**src/rtl/paddle_contact_scan.sv**
```systemverilog
// Sequential four-side paddle contact scanner: latches a ball position and paddles, tests one side
// per cycle, then publishes hit/miss flags and the strike offset. Optional macro: EDGE_MISS_EN.
module paddle_contact_scan #(
  parameter int unsigned GRID_W   = 8,
  parameter int unsigned POS_BITS = 3,
  parameter int unsigned PAD_BITS = 4,
  parameter int unsigned PAD_LEN  = 2
) (
  input  logic                  clk,
  input  logic                  rst,
  input  logic                  pos_valid,
  input  logic [2*POS_BITS-1:0] pos,
  input  logic [PAD_BITS-1:0]   player_pos_top,
  input  logic [PAD_BITS-1:0]   player_pos_down,
  input  logic [PAD_BITS-1:0]   player_pos_left,
  input  logic [PAD_BITS-1:0]   player_pos_right,
  output logic                  busy,
  output logic                  result_valid,
  output logic [3:0]            hit_sides,
  output logic [1:0]            contact,
  output logic [PAD_BITS-1:0]   hit_offset,
  output logic [3:0]            miss_sides
);

  localparam logic [POS_BITS-1:0] NearLo = POS_BITS'(1);
  localparam logic [POS_BITS-1:0] NearHi = POS_BITS'(GRID_W - 2);

  typedef enum logic [1:0] {StIdle, StScan, StDone} state_e;

  state_e                         state_q, state_d;
  logic [1:0]                     idx_q;
  logic [POS_BITS-1:0]            x_q, y_q;
  logic [3:0][PAD_BITS-1:0]       pad_q;
  logic [3:0]                     hit_acc_q, miss_acc_q;
  logic [PAD_BITS-1:0]            off_acc_q;
  logic                           rv_q;
  logic [3:0]                     hit_q, miss_q;
  logic [1:0]                     contact_q;
  logic [PAD_BITS-1:0]            off_q;

  logic                           accept;
  logic                           on_line;
  logic [POS_BITS-1:0]            coord;
  logic [PAD_BITS:0]              c_ext, p_ext, p_end;
  logic                           hit_now, miss_now;
  logic [PAD_BITS-1:0]            off_now;

  assign accept = (state_q == StIdle) && pos_valid;

  always_comb begin
    state_d = state_q;
    unique case (state_q)
      StIdle:  if (pos_valid) state_d = StScan;
      StScan:  if (idx_q == 2'd3) state_d = StDone;
      StDone:  state_d = StIdle;
      default: state_d = StIdle;
    endcase
  end

  // Side order: 0 top, 1 down, 2 left, 3 right.
  always_comb begin
    on_line = 1'b0;
    coord   = '0;
    unique case (idx_q)
      2'd0: begin on_line = (y_q == NearLo); coord = x_q; end
      2'd1: begin on_line = (y_q == NearHi); coord = x_q; end
      2'd2: begin on_line = (x_q == NearLo); coord = y_q; end
      2'd3: begin on_line = (x_q == NearHi); coord = y_q; end
      default: ;
    endcase
  end

  // One extra bit so the paddle end never wraps.
  assign c_ext   = (PAD_BITS+1)'(coord);
  assign p_ext   = (PAD_BITS+1)'(pad_q[idx_q]);
  assign p_end   = p_ext + (PAD_BITS+1)'(PAD_LEN - 1);
  assign hit_now = on_line && (c_ext >= p_ext) && (c_ext <= p_end);
  assign off_now = PAD_BITS'(c_ext - p_ext);

`ifdef EDGE_MISS_EN
  localparam logic [POS_BITS-1:0] EdgeHi = POS_BITS'(GRID_W - 1);

  always_comb begin
    miss_now = 1'b0;
    unique case (idx_q)
      2'd0: miss_now = (y_q == '0);
      2'd1: miss_now = (y_q == EdgeHi);
      2'd2: miss_now = (x_q == '0);
      2'd3: miss_now = (x_q == EdgeHi);
      default: ;
    endcase
  end
`else
  assign miss_now = 1'b0;
`endif

  always_ff @(posedge clk) begin
    if (rst) begin
      state_q    <= StIdle;
      idx_q      <= '0;
      x_q        <= '0;
      y_q        <= '0;
      pad_q      <= '0;
      hit_acc_q  <= '0;
      miss_acc_q <= '0;
      off_acc_q  <= '0;
      rv_q       <= 1'b0;
      hit_q      <= '0;
      miss_q     <= '0;
      contact_q  <= '0;
      off_q      <= '0;
    end else begin
      state_q <= state_d;
      rv_q    <= 1'b0;
      if (accept) begin
        x_q        <= pos[2*POS_BITS-1:POS_BITS];
        y_q        <= pos[POS_BITS-1:0];
        pad_q      <= {player_pos_right, player_pos_left, player_pos_down, player_pos_top};
        idx_q      <= '0;
        hit_acc_q  <= '0;
        miss_acc_q <= '0;
        off_acc_q  <= '0;
      end
      if (state_q == StScan) begin
        idx_q <= idx_q + 2'd1;
        if (hit_now) begin
          hit_acc_q[idx_q] <= 1'b1;
          // Offset belongs to the first (lowest-index) side that hits.
          if (hit_acc_q == '0) off_acc_q <= off_now;
        end
        if (miss_now) miss_acc_q[idx_q] <= 1'b1;
      end
      if (state_q == StDone) begin
        rv_q      <= 1'b1;
        hit_q     <= hit_acc_q;
        contact_q <= {|hit_acc_q[1:0], |hit_acc_q[3:2]};
        off_q     <= off_acc_q;
        miss_q    <= miss_acc_q;
      end
    end
  end

  assign busy         = (state_q != StIdle);
  assign result_valid = rv_q;
  assign hit_sides    = hit_q;
  assign contact      = contact_q;
  assign hit_offset   = off_q;
  assign miss_sides   = miss_q;

endmodule

```
**config.mk**
```make
export PLATFORM = sky130hd
export DESIGN_NAME = paddle_contact_scan
export DESIGN_NICKNAME = d
export VERILOG_FILES = /design/src/rtl/paddle_contact_scan.sv
export SDC_FILE = /design/constraint.sdc
export NUM_CORES = 1
export LEC_CHECK = 0
export CAP_MARGIN = 20
export CORE_ASPECT_RATIO = 0.8
export CORE_MARGIN = 2
export CORE_UTILIZATION = 56
export DETAILED_ROUTE_END_ITERATION = 8
export PLACE_DENSITY = 0.83
export SYNTH_ARGS = -nofsm -noshare
export SYNTH_HDL_FRONTEND = slang
export SYNTH_SLANG_ARGS = --single-unit
```
**constraint.sdc**
```tcl
create_clock -name clk -period 8.15 [get_ports clk]
set_clock_uncertainty 0.05 [all_clocks]
set_input_delay 1.63 -clock clk [delete_from_list [all_inputs] [get_ports clk]]
set_output_delay 1.63 -clock clk [all_outputs]
set_load 0.005 [all_outputs]
```
==> out/qor.log, run 1 <==
[die] starting utilization of the core area 58.1%
[placed_design] HPWL after detailed placement 3040 um
[die] DIE AREA 0.00444 mm2
[clock_network] buffer depth of the longest clock path 2
[synthesis] fraction of registers with async set or reset after synthesis 0%
[critical_path] data arrival at the endpoint of the critical path 3.78 ns
[timing] f_max 275 MHz
[synthesis] Synth warnings 0
[placed_design] post-placement cell area 0.00253 mm2
[route] final WL 4220 um
[die] number of top-level pins 41
[critical_path] flop2flop setup slack 4.52 ns
[die] number of placement rows 20
[critical_path] required time of the critical path 8.29 ns
[synthesis] post-synthesis cell type count 43
[critical_path] critical path startpoint category flip-flop
[grt] global routing met3 resource utilization 6.75%
[grt] antenna violations before repair 0
[power_and_ir_drop] leakage power of the design 0.00100 uW
[critical_path] series of cell instances along the critical path inv_1 -> ha_1 -> nor2_1 -> mux2i_1 -> ha_1 -> inv_1 -> fa_1 -> a21oi_1 -> a31oi_1 -> o22ai_1 -> a21oi_4 -> nand4_4 -> mux2_2
[synthesis] Syn Std Cell Area 0.00220 mm2
[clock_network] buffer cell driving the clock tree root sky130_fd_sc_hd__clkbuf_8
[power_and_ir_drop] worst-case vdd ir drop 0.121 mV
[clock_network] cts bufs inserted 5
[critical_path] type of element capturing the critical path flip-flop
[synthesis] Seq/Total Area, Yosys 41.0%
[synthesis] top-count cell post-synth sky130_fd_sc_hd__nand2_1
[die] die extent in x 74.0 um
[power_and_ir_drop] power per cell area 172 mW/mm2
[critical_path] path type of the worst setup path flip-flop to flip-flop
[final_layout] Area growth, synth to finish 19.9%
[min_path] worst hold path class flip-flop to flip-flop
[timing] Hold Vio Cnt, Final 0
[critical_path] maximum fanout along the worst path 10
[timing] final clock period utilization by the worst path 44.6%
[synthesis] Synth area leader sky130_fd_sc_hd__dfxtp_1
[route] wire length per cell after detailed routing 12.4 um
[grt] wire length of the first global-routing pass 7230 um
[final_layout] fraction of layout instances using a drive strength above 1 7.75%
[placed_design] final weighted congestion of routability-driven global placement 0.908
[timing] max-slew violation count 0
[clock_network] clock latency on the worst-skew pair 0.31 ns
[synthesis] dominant combinational cell family by area after synthesis simple AND/OR/NAND/NOR gates
[synthesis] multiplexer fraction of the synthesized cell area 8.32%
[grt] number of global-route vias before repair 1680
[route] residual antenna-violating net count after detailed routing 0
[timing] unrepaired setup endpoints after global routing false
[clock_network] number of resized instances in the post-cts repair step 0
[clock_network] Sinks on Clock Net 45
[placed_design] count of buffers inserted at the top-level ports 36
[clock_network] hold buffers post-CTS 0
[run] number of violations of the max-capacitance limit 0
[timing] worst slew margin relative to its limit 35.4%
[synthesis] most frequent cells after synthesis sky130_fd_sc_hd__nand2_1, sky130_fd_sc_hd__dfxtp_1, sky130_fd_sc_hd__a21oi_1
[synthesis] mean instance size in the synthesized netlist 8.58 um2
[final_layout] final-stage net count 319
[grt] GRT overflow 0
[critical_path] max incr delay on CP 0.62 ns
[timing] transition time at the pin with the least slew margin 0.967 ns
[synthesis] area share of the largest cell type after synthesis 41.0%
[synthesis] area share of fa/ha/maj cells after synthesis 7.07%
[route] total iterations of the first detailed-routing run 5
[clock_network] clock edge transition at the registers on the reported setup and hold paths 0.09 ns
[timing] Sum Neg Setup Slack 0 ns
[grt] layer with the highest usage met2
[synthesis] synthesized-area fraction occupied by and/or/nand/nor cells 21.5%
[route] Starting DRT DRC Count 112
[outcome] result of the run complete, no violations
[timing] count of final setup violators 0
[grt] global-route track usage on met2 34.6%
[synthesis] synthesized-area fraction occupied by ao, oa, aoi and oai cells 14.0%
[synthesis] top cells by area in the synthesized netlist sky130_fd_sc_hd__dfxtp_1, sky130_fd_sc_hd__nand2_1, sky130_fd_sc_hd__a21oi_1
[clock_network] CTS tree built
[synthesis] post-synthesis xor/xnor area fraction 1.20%
[timing] Final Critical Period 3.63 ns
[synthesis] number of flops mapped to enable cells by yosys 0
[die] total core area 0.00378 mm2
[final_layout] Final Cell Area 0.00263 mm2
[grt] GR Util All Layers 21.6%
[grt] maximum number of pins on one net before global-route repair 45
[critical_path] slowest CP cell sky130_fd_sc_hd__dfxtp_1
[grt] global routing usage on met1 28.2%
[clock_network] Setup Buffers After CTS 0
[clock_network] H-tree depth 2
[die] die height 60.0 um
[critical_path] sum of buffers and inverters on the critical path 2
[synthesis] Synth Register Bits 45
[critical_path] crit-path leading delay family adder cells
[route] DR vias/cell 5.22
[route] Vias 1771
[route] DRC violation count after routing 0
[final_layout] antenna fix cells 0
[synthesis] synthesized instance count 256
[synthesis] top_reg_cell synth sky130_fd_sc_hd__dfxtp_1
==> registers in the layout, indices dropped and copies added, names as in the netlist <==
register and flops:
y_q 3, contact 2, result_valid 1, hit_offset 4, state_q 2, hit_acc_q 4, idx_q 2, off_acc_q 4
pad_q 16, x_q 3, hit_sides 4
==> layout by cell type, fill, tap and decap left out, types with 2 or more instances in the layout <==
master	instances
sky130_fd_sc_hd__clkdlybuf4s50_1	36
sky130_fd_sc_hd__clkbuf_8	6
sky130_fd_sc_hd__a32oi_1	3
sky130_fd_sc_hd__conb_1	4
sky130_fd_sc_hd__and2_1	2
sky130_fd_sc_hd__mux4_1	4
sky130_fd_sc_hd__nand3_1	2
sky130_fd_sc_hd__nand2b_1	3
sky130_fd_sc_hd__nand2_1	66
sky130_fd_sc_hd__dfxtp_1	45
sky130_fd_sc_hd__nor4b_1	2
sky130_fd_sc_hd__o21ai_0	3
sky130_fd_sc_hd__nor2_1	16
sky130_fd_sc_hd__a211oi_1	4
sky130_fd_sc_hd__mux2_2	4
sky130_fd_sc_hd__xnor2_1	3
sky130_fd_sc_hd__ha_1	10
sky130_fd_sc_hd__and3_2	3
sky130_fd_sc_hd__a21oi_1	36
sky130_fd_sc_hd__inv_1	10
==> where the power goes <==
part	total, uW	leakage [uW]	switching, uW	internal (uW)
Combinational	69.7	0.000588	35.6	34.1
Sequential	235	0.000366	7.11	228
Clock	149	0.0000478	79.2	69.8
Total	454	0.00100	122	332
==> worst min-delay path: cells and delay by family, from the launching register on <==
family,cells,cell delay (ns)
AND/OR/NAND/NOR,1,0.05
flip-flops,1,0.31
AO/OA/AOI/OAI,1,0.05
==> logic make-up after synthesis <==
kind of cell | after synthesis
xor gates and xnor gates | 3
DFF | 45
muxes | 10
buffers and inverters | 30
other | 1
adders and majority gates | 12
and+or+nand+nor | 103
AOI/OAI and AO/OA | 52
==> final cells by class <==
type / instances / area (um2)
fill: 322 / 1140
timing repair buffer: 37 / 368
tap: 55 / 68.8
clock inverter: 2 / 16.3
clock buffer: 6 / 82.6
multi-input combinational: 184 / 1160
inverter: 10 / 37.5
sequential: 45 / 901
==> path summary, 6_finish.rpt <==
path	from	endpoint	cells after the start
max	idx_q[0]	off_acc_q[3]	13
min	off_acc_q[3]	hit_offset[3]	2
max reg2reg	idx_q[0]	off_acc_q[3]	13
min reg2reg	off_acc_q[3]	hit_offset[3]	2
==> routing by layer <==
metal | up-vias | share of wire (%) | wire length [um]
li1 | 914 | - | -
met1 | 798 | 48 | 2000
met2 | 57 | 46 | 1920
met3 | 2 | 6.2 | 262
met4 | 0 | 0.66 | 28
met5 | - | 0 | 0
==> through the flow <==
stage	std cells	power [uW]	hold WS (ns)	setup slack (ns)	util, %
final	339	454	0.404	4.52	69.7
after floorplan	259	289	0.377	5.06	-
after CTS	339	456	0.408	4.57	69.7
after global routing	339	479	0.422	4.24	69.7
after global placement	331	307	0.393	4.57	67.1
after detailed placement	331	310	0.391	4.56	67.1
(Power assumes the default switching activity.)
==> run 2, diff against run 1 <==
--- a/config.mk
+++ b/config.mk
@@ -8,9 +8,9 @@
 export CAP_MARGIN = 20
 export CORE_ASPECT_RATIO = 0.8
 export CORE_MARGIN = 2
-export CORE_UTILIZATION = 56
+export CORE_UTILIZATION = 47
 export DETAILED_ROUTE_END_ITERATION = 8
-export PLACE_DENSITY = 0.83
+export PLACE_DENSITY = 0.74
 export SYNTH_ARGS = -nofsm -noshare
 export SYNTH_HDL_FRONTEND = slang
 export SYNTH_SLANG_ARGS = --single-unit
==> constraint.sdc (replaced) <==
create_clock -name clk -period 3 [get_ports clk]
set_clock_uncertainty 0.05 [all_clocks]
set_input_delay 0.6 -clock clk [delete_from_list [all_inputs] [get_ports clk]]
set_output_delay 0.6 -clock clk [all_outputs]
set_load 0.005 [all_outputs]
==> out/qor.log, run 2 (synthesized netlist as in run 1, its figures left out) <==
[timing] hold slack final 0.407 ns [+0.00296 ns]
[grt] number of global-route vias before repair 1734 [+3.2%]
[min_path] Hold Path Origin pad_q[3]
[placed_design] post-placement cell area 0.00262 mm2 [+3.3%]
[outcome] result of the run complete, no violations
[die] DIE AREA 0.00524 mm2 [+18%]
[final_layout] Most flops, register pad_q
[die] total core area 0.00454 mm2 [+20%]
[route] Vias 1819 [+2.7%]
[power_and_ir_drop] power per cell area 440 mW/mm2 [+160%]
[power_and_ir_drop] leakage power of the design 0.00103 uW [+3.3%]
[clock_network] Sinks on Clock Net 45 [unchanged]
[grt] global routing met3 resource utilization 4.12% [-2.6 points]
[grt] antenna violations before repair 0 [unchanged]
[min_path] end point of the most critical hold path pad_q[3]
[final_layout] filler cell count in the final layout 417 [+30%]
[die] die height 65.1 um [+8.5%]
[timing] final clock period utilization by the worst path 94.0% [+49 points]
[min_path] WHS Path Cells 2 [unchanged]
[clock_network] CTS tree built
[route] total iterations of the first detailed-routing run 4 [-1]
[final_layout] final-stage net count 328 [+2.8%]
[placed_design] count of buffers inserted at the top-level ports 36 [unchanged]
[placed_design] HPWL after detailed placement 3340 um [+10%]
[timing] worst slew margin relative to its limit 49.1% [+14 points]
[route] Starting DRT DRC Count 117 [+4.5%]
[timing] f_max 354 MHz [+29%]
[clock_network] buffer depth of the longest clock path 2 [unchanged]
[critical_path] data arrival at the endpoint of the critical path 2.96 ns [-0.82 ns]
[power_and_ir_drop] worst-case vdd ir drop 0.297 mV [+150%]
[critical_path] path type of the worst setup path flip-flop to flip-flop
[route] DR vias/cell 5.18 [-0.80%]
[critical_path] launch point of the worst reg-to-reg path idx_q[1]
[clock_network] clock edge transition at the registers on the reported setup and hold paths 0.08 ns [about the same]
[timing] max-slew violation count 0 [unchanged]
[route] final WL 4640 um [+10%]
[clock_network] hold buffers post-CTS 0 [unchanged]
[die] starting utilization of the core area 48.3% [-9.8 points]
[clock_network] buffer cell driving the clock tree root sky130_fd_sc_hd__clkbuf_8
[critical_path] critical path startpoint category flip-flop
[critical_path] number of cells traversed by the worst register-to-register path 12 [-1]
[critical_path] worst reg2reg endpoint off_acc_q[2]
[min_path] worst hold path class flip-flop to flip-flop
[grt] GRT overflow 0 [unchanged]
[run] number of violations of the max-capacitance limit 0 [unchanged]
[clock_network] clock latency on the worst-skew pair 0.29 ns [-0.02 ns]
[power_and_ir_drop] Overall Power 1200 uW [+170%]
[timing] unrepaired setup endpoints after global routing false
[critical_path] flop2flop setup slack 0.18 ns [-4.34 ns]
[clock_network] H-tree depth 2 [unchanged]
[route] DRC violation count after routing 0 [unchanged]
[final_layout] area occupied by multi-input gates 0.00121 mm2 [+4.2%]
[clock_network] cts bufs inserted 5 [unchanged]
[grt] global-route track usage on met2 29.5% [-5.1 points]
[route] wire length per cell after detailed routing 13.2 um [+6.3%]
[critical_path] type of element capturing the critical path flip-flop
[die] number of placement rows 22 [+10%]
[die] number of top-level pins 41 [unchanged]
[timing] count of final setup violators 0 [unchanged]
[timing] transition time at the pin with the least slew margin 0.761 ns [-0.206 ns]
[timing] Sum Neg Setup Slack 0 ns [unchanged]
[placed_design] final weighted congestion of routability-driven global placement 0.817 [-10%]
[final_layout] Register Area 903 um2 [+0.28%]
[grt] global routing usage on met1 27.4% [-0.83 points]
[timing] Final Critical Period 2.82 ns [-0.812 ns]
[route] residual antenna-violating net count after detailed routing 0 [unchanged]
[final_layout] fraction of layout instances using a drive strength above 1 14.8% [+7.0 points]
[grt] wire length of the first global-routing pass 7850 um [+8.5%]
[die] die extent in x 80.4 um [+8.7%]
[final_layout] Largest register FFs 16 [unchanged]
[grt] GR Util All Layers 19.5% [-2.1 points]
[grt] maximum number of pins on one net before global-route repair 44 [-2.2%]
[timing] Hold Vio Cnt, Final 0 [unchanged]
[final_layout] antenna fix cells 0 [unchanged]
[grt] layer with the highest usage met2
[final_layout] Area growth, synth to finish 24.5%
[final_layout] Final Cell Area 0.00273 mm2 [+3.8%]
[critical_path] required time of the critical path 3.14 ns [-5.15 ns]
[final_layout] leading cell type in the layout, fill and taps excluded sky130_fd_sc_hd__nand2_1
[final_layout] most frequent cells in the layout sky130_fd_sc_hd__nand2_1, sky130_fd_sc_hd__dfxtp_1, sky130_fd_sc_hd__clkdlybuf4s50_1
[critical_path] maximum fanout along the worst path 6 [-4]
[run 2: cell count changes in the layout (fill, tap and decap cells not counted), moves of 2 or more]
cell	previous run	this run
sky130_fd_sc_hd__dfxtp_2	0	2
sky130_fd_sc_hd__mux4_1	4	2
sky130_fd_sc_hd__mux4_2	1	3
sky130_fd_sc_hd__a21oi_1	36	34
sky130_fd_sc_hd__buf_4	1	10
sky130_fd_sc_hd__dfxtp_1	45	43
[run 2: report_power, final]
group | switching, uW | leakage [uW] | total [uW] | internal [uW]
Clock | 188 | 0.0000399 | 341 | 153
Sequential | 17.2 | 0.000367 | 636 | 619
Combinational | 115 | 0.000628 | 225 | 110
Total | 320 | 0.00103 | 1200 | 883
[run 2: area by class of cell]
cell class / instances / share of cell area (%)
sequential: 45 / 33.0
timing repair buffer: 46 / 15.9
inverter: 10 / 1.37
clock buffer: 5 / 2.52
multi-input combinational: 184 / 44.2
clock inverter: 1 / 0.183
tap: 60 / 2.75
[run 2: critical path, stage by stage (launching register included)]
cell and delay, ns:
sky130_fd_sc_hd__dfxtp_2 0.36, sky130_fd_sc_hd__ha_1 0.23, sky130_fd_sc_hd__nor2_4 0.15, sky130_fd_sc_hd__mux2i_2 0.26, sky130_fd_sc_hd__ha_1 0.18, sky130_fd_sc_hd__inv_1 0.06
sky130_fd_sc_hd__fa_2 0.38, sky130_fd_sc_hd__a21oi_4 0.15, sky130_fd_sc_hd__a31oi_2 0.12, sky130_fd_sc_hd__o22ai_2 0.23, sky130_fd_sc_hd__a21oi_4 0.09, sky130_fd_sc_hd__nand4_4 0.11
sky130_fd_sc_hd__mux2_2 0.34
[run 2: routing by layer]
| layer | vias up | part of all wire [%] | wire length (um) |
|---|---|---|---|
| li1 | 928 | - | - |
| met1 | 838 | 50 | 2310 |
| met2 | 45 | 44 | 2030 |
| met3 | 8 | 4.5 | 208 |
| met4 | 0 | 2.0 | 95 |
| met5 | - | 0 | 0 |
[run 2: worst max-delay path by stage]
stage	startpoint	to	slack (ns)	cells after the start
finish	idx_q[1]	off_acc_q[2]	0.18	12
global route	idx_q[0]	off_acc_q[3]	0.02	13
CTS	idx_q[0]	off_acc_q[2]	0.03	13
detailed placement	idx_q[0]	off_acc_q[2]	-0.02	13
global placement	idx_q[0]	off_acc_q[0]	0.12	13
floorplan	idx_q[0]	off_acc_q[0]	0.04	14
[run 2: stage by stage]
stage	std cells	utilization, %	worst slack [ns]
global route	351	60.2	0.0182
floorplan	259	-	0.0443
finish	351	60.2	0.179
detailed placement	345	57.6	-0.0195
CTS	351	59.4	0.0327
global placement	345	57.6	0.122
[run 2: what timing repair did]
action,in CTS,in global routing
setup endpoints to repair,3,8
pin swaps,0,2
setup buffers,0,0
gates resized for setup,1,13
==> run 3, diff against run 2 <==
--- a/config.mk
+++ b/config.mk
@@ -6,7 +6,6 @@
 export NUM_CORES = 1
 export LEC_CHECK = 0
 export CAP_MARGIN = 20
-export CORE_ASPECT_RATIO = 0.8
 export CORE_MARGIN = 2
 export CORE_UTILIZATION = 47
 export DETAILED_ROUTE_END_ITERATION = 8
==> out/qor.log, run 3 (synthesized netlist as in run 1, its figures left out) <==
[grt] GRT overflow 0 [unchanged]
[placed_design] final weighted congestion of routability-driven global placement 0.839 [+2.6%]
[route] total iterations of the first detailed-routing run 4 [unchanged]
[min_path] worst hold path class flip-flop to flip-flop
[clock_network] clock latency on the worst-skew pair 0.30 ns [about the same]
[timing] transition time at the pin with the least slew margin 0.741 ns [-0.0207 ns]
[route] DRC violation count after routing 0 [unchanged]
[timing] Hold Vio Cnt, Final 0 [unchanged]
[clock_network] Sinks on Clock Net 45 [unchanged]
[timing] Sum Neg Setup Slack 0 ns [unchanged]
[critical_path] worst setup path startpoint idx_q[0]
[route] DR WL met3 196 um [-5.8%]
[final_layout] most frequent cells in the layout sky130_fd_sc_hd__nand2_1, sky130_fd_sc_hd__dfxtp_1, sky130_fd_sc_hd__clkdlybuf4s50_1
[placed_design] count of buffers inserted at the top-level ports 36 [unchanged]
[route] Met1 Wirelength 2150 um [-7.1%]
[route] Starting DRT DRC Count 96 [-18%]
[timing] hold slack final 0.406 ns [-0.00102 ns]
[clock_network] CTS tree built
[outcome] result of the run complete, no violations
[critical_path] critical path startpoint category flip-flop
[final_layout] leading cell type in the layout, fill and taps excluded sky130_fd_sc_hd__nand2_1
[die] DIE AREA 0.00523 mm2 [about the same]
[clock_network] clock edge transition at the registers on the reported setup and hold paths 0.08 ns [about the same]
[timing] Final Critical Period 2.87 ns [+0.0491 ns]
[die] total core area 0.00441 mm2 [-2.8%]
[route] routed wl met2 2160 um [+6.6%]
[die] die height 72.4 um [+11%]
[grt] maximum number of pins on one net before global-route repair 32 [-27%]
[timing] max-slew violation count 0 [unchanged]
[critical_path] path type of the worst setup path flip-flop to flip-flop
[final_layout] count of non-filler cells in the finished layout 347 [-1.1%]
[timing] f_max 348 MHz [-1.7%]
[final_layout] Area growth, synth to finish 25.6%
[route] residual antenna-violating net count after detailed routing 0 [unchanged]
[power_and_ir_drop] leakage power of the design 0.00106 uW [+2.0%]
[final_layout] fraction of layout instances using a drive strength above 1 13.6% [-1.2 points]
[critical_path] flop2flop setup slack 0.13 ns [-0.05 ns]
[critical_path] launch point of the worst reg-to-reg path idx_q[0]
[clock_network] hold buffers post-CTS 0 [unchanged]
[critical_path] maximum fanout along the worst path 4 [-2]
[timing] final clock period utilization by the worst path 95.7% [+1.6 points]
[route] final WL 4590 um [-1.2%]
[critical_path] required time of the critical path 3.15 ns [about the same]
[timing] worst slew margin relative to its limit 50.5% [+1.4 points]
[power_and_ir_drop] power per cell area 446 mW/mm2 [+1.4%]
[grt] GR Util All Layers 19.0% [-0.51 points]
[grt] wire length of the first global-routing pass 7710 um [-1.8%]
[clock_network] H-tree depth 2 [unchanged]
[final_layout] Most flops, register pad_q
[final_layout] filler cell count in the final layout 405 [-2.9%]
[timing] count of final setup violators 0 [unchanged]
[power_and_ir_drop] worst-case vdd ir drop 0.262 mV [-12%]
[die] starting utilization of the core area 49.7% [+1.4 points]
[placed_design] HPWL after detailed placement 3300 um [-1.3%]
[clock_network] cts bufs inserted 5 [unchanged]
[final_layout] end-of-flow core utilization 62.5% [+2.3 points]
[final_layout] antenna fix cells 0 [unchanged]
[run] number of violations of the max-capacitance limit 0 [unchanged]
[die] die extent in x 72.4 um [-10%]
[route] wire length per cell after detailed routing 13.2 um [-0.11%]
[final_layout] Largest register FFs 16 [unchanged]
[min_path] Hold Path Origin hit_offset[3]
[route] highest layer used for signal routing met4
[route] DR vias/cell 5.25 [+1.3%]
[critical_path] data arrival at the endpoint of the critical path 3.02 ns [+0.06 ns]
[die] number of top-level pins 41 [unchanged]
[final_layout] final-stage net count 330 [+0.61%]
[die] number of placement rows 24 [+9.1%]
[grt] number of global-route vias before repair 1723 [-0.63%]
[placed_design] Placed Cells 339 [-1.7%]
[critical_path] type of element capturing the critical path flip-flop
[clock_network] buffer cell driving the clock tree root sky130_fd_sc_hd__clkbuf_8
[grt] antenna violations before repair 0 [unchanged]
[clock_network] buffer depth of the longest clock path 2 [unchanged]
[route] Vias 1822 [+0.16%]
[run 3: worst paths after layout]
kind,depth (start not counted),end
min,2,hit_offset[3]
max reg2reg,13,off_acc_q[3]
max,13,off_acc_q[3]
min reg2reg,2,hit_offset[3]
[run 3: final cells by class]
| cell class | count | area [um2] | share of cell area, % |
|---|---|---|---|
| multi-input cells | 184 | 1200 | 43.6 |
| flip-flops and latches | 45 | 905 | 32.8 |
| repair buffers | 48 | 463 | 16.8 |
| clock buffers | 7 | 76.3 | 2.77 |
| well taps | 52 | 65.1 | 2.36 |
| inverters | 10 | 37.5 | 1.36 |
| clock inverters | 1 | 7.51 | 0.272 |
[run 3: layer usage]
| layer | vias up | global-route usage, % |
|---|---|---|
| met5 | - | 0 |
| met4 | 0 | 6.92 |
| met3 | 8 | 3.75 |
| met2 | 44 | 31.7 |
| met1 | 825 | 24.3 |
| li1 | 945 | - |
[run 3: through the flow]
stage	setup slack (ns)	instance area, um2	total power, uW
floorplan	0.0443	2220	788
global route	-0.0211	2760	1290
CTS	0.0509	2730	1220
finish	0.130	2760	1230
global placement	0.0580	2640	856
detailed placement	-0.0584	2640	862
[run 3: worst max-delay path, cell delays in order, from the launching register on]
cell	delay, ns
sky130_fd_sc_hd__dfxtp_4	0.38
sky130_fd_sc_hd__inv_1	0.06
sky130_fd_sc_hd__ha_1	0.24
sky130_fd_sc_hd__buf_4	0.16
sky130_fd_sc_hd__or3b_2	0.50
sky130_fd_sc_hd__and2_1	0.17
sky130_fd_sc_hd__inv_1	0.09
sky130_fd_sc_hd__ha_1	0.27
sky130_fd_sc_hd__nand3_1	0.11
sky130_fd_sc_hd__o21ai_2	0.08
sky130_fd_sc_hd__o22ai_2	0.14
sky130_fd_sc_hd__a21oi_4	0.09
sky130_fd_sc_hd__nand4_4	0.11
sky130_fd_sc_hd__mux2_2	0.33
[run 3: repair_timing]
action | 4_1_cts | 5_1_grt
pin swaps | 0 | 3
setup endpoints to repair | 7 | 8
setup buffers | 0 | 0
resized for setup | 2 | 8
[run 3: power breakdown]
part	leakage [uW]	total, uW	internal (uW)	switching, uW
sequential	0.000367	636	618	17.3
clock	0.0000385	363	165	198
combinational	0.000650	231	115	116
total	0.00106	1230	899	331
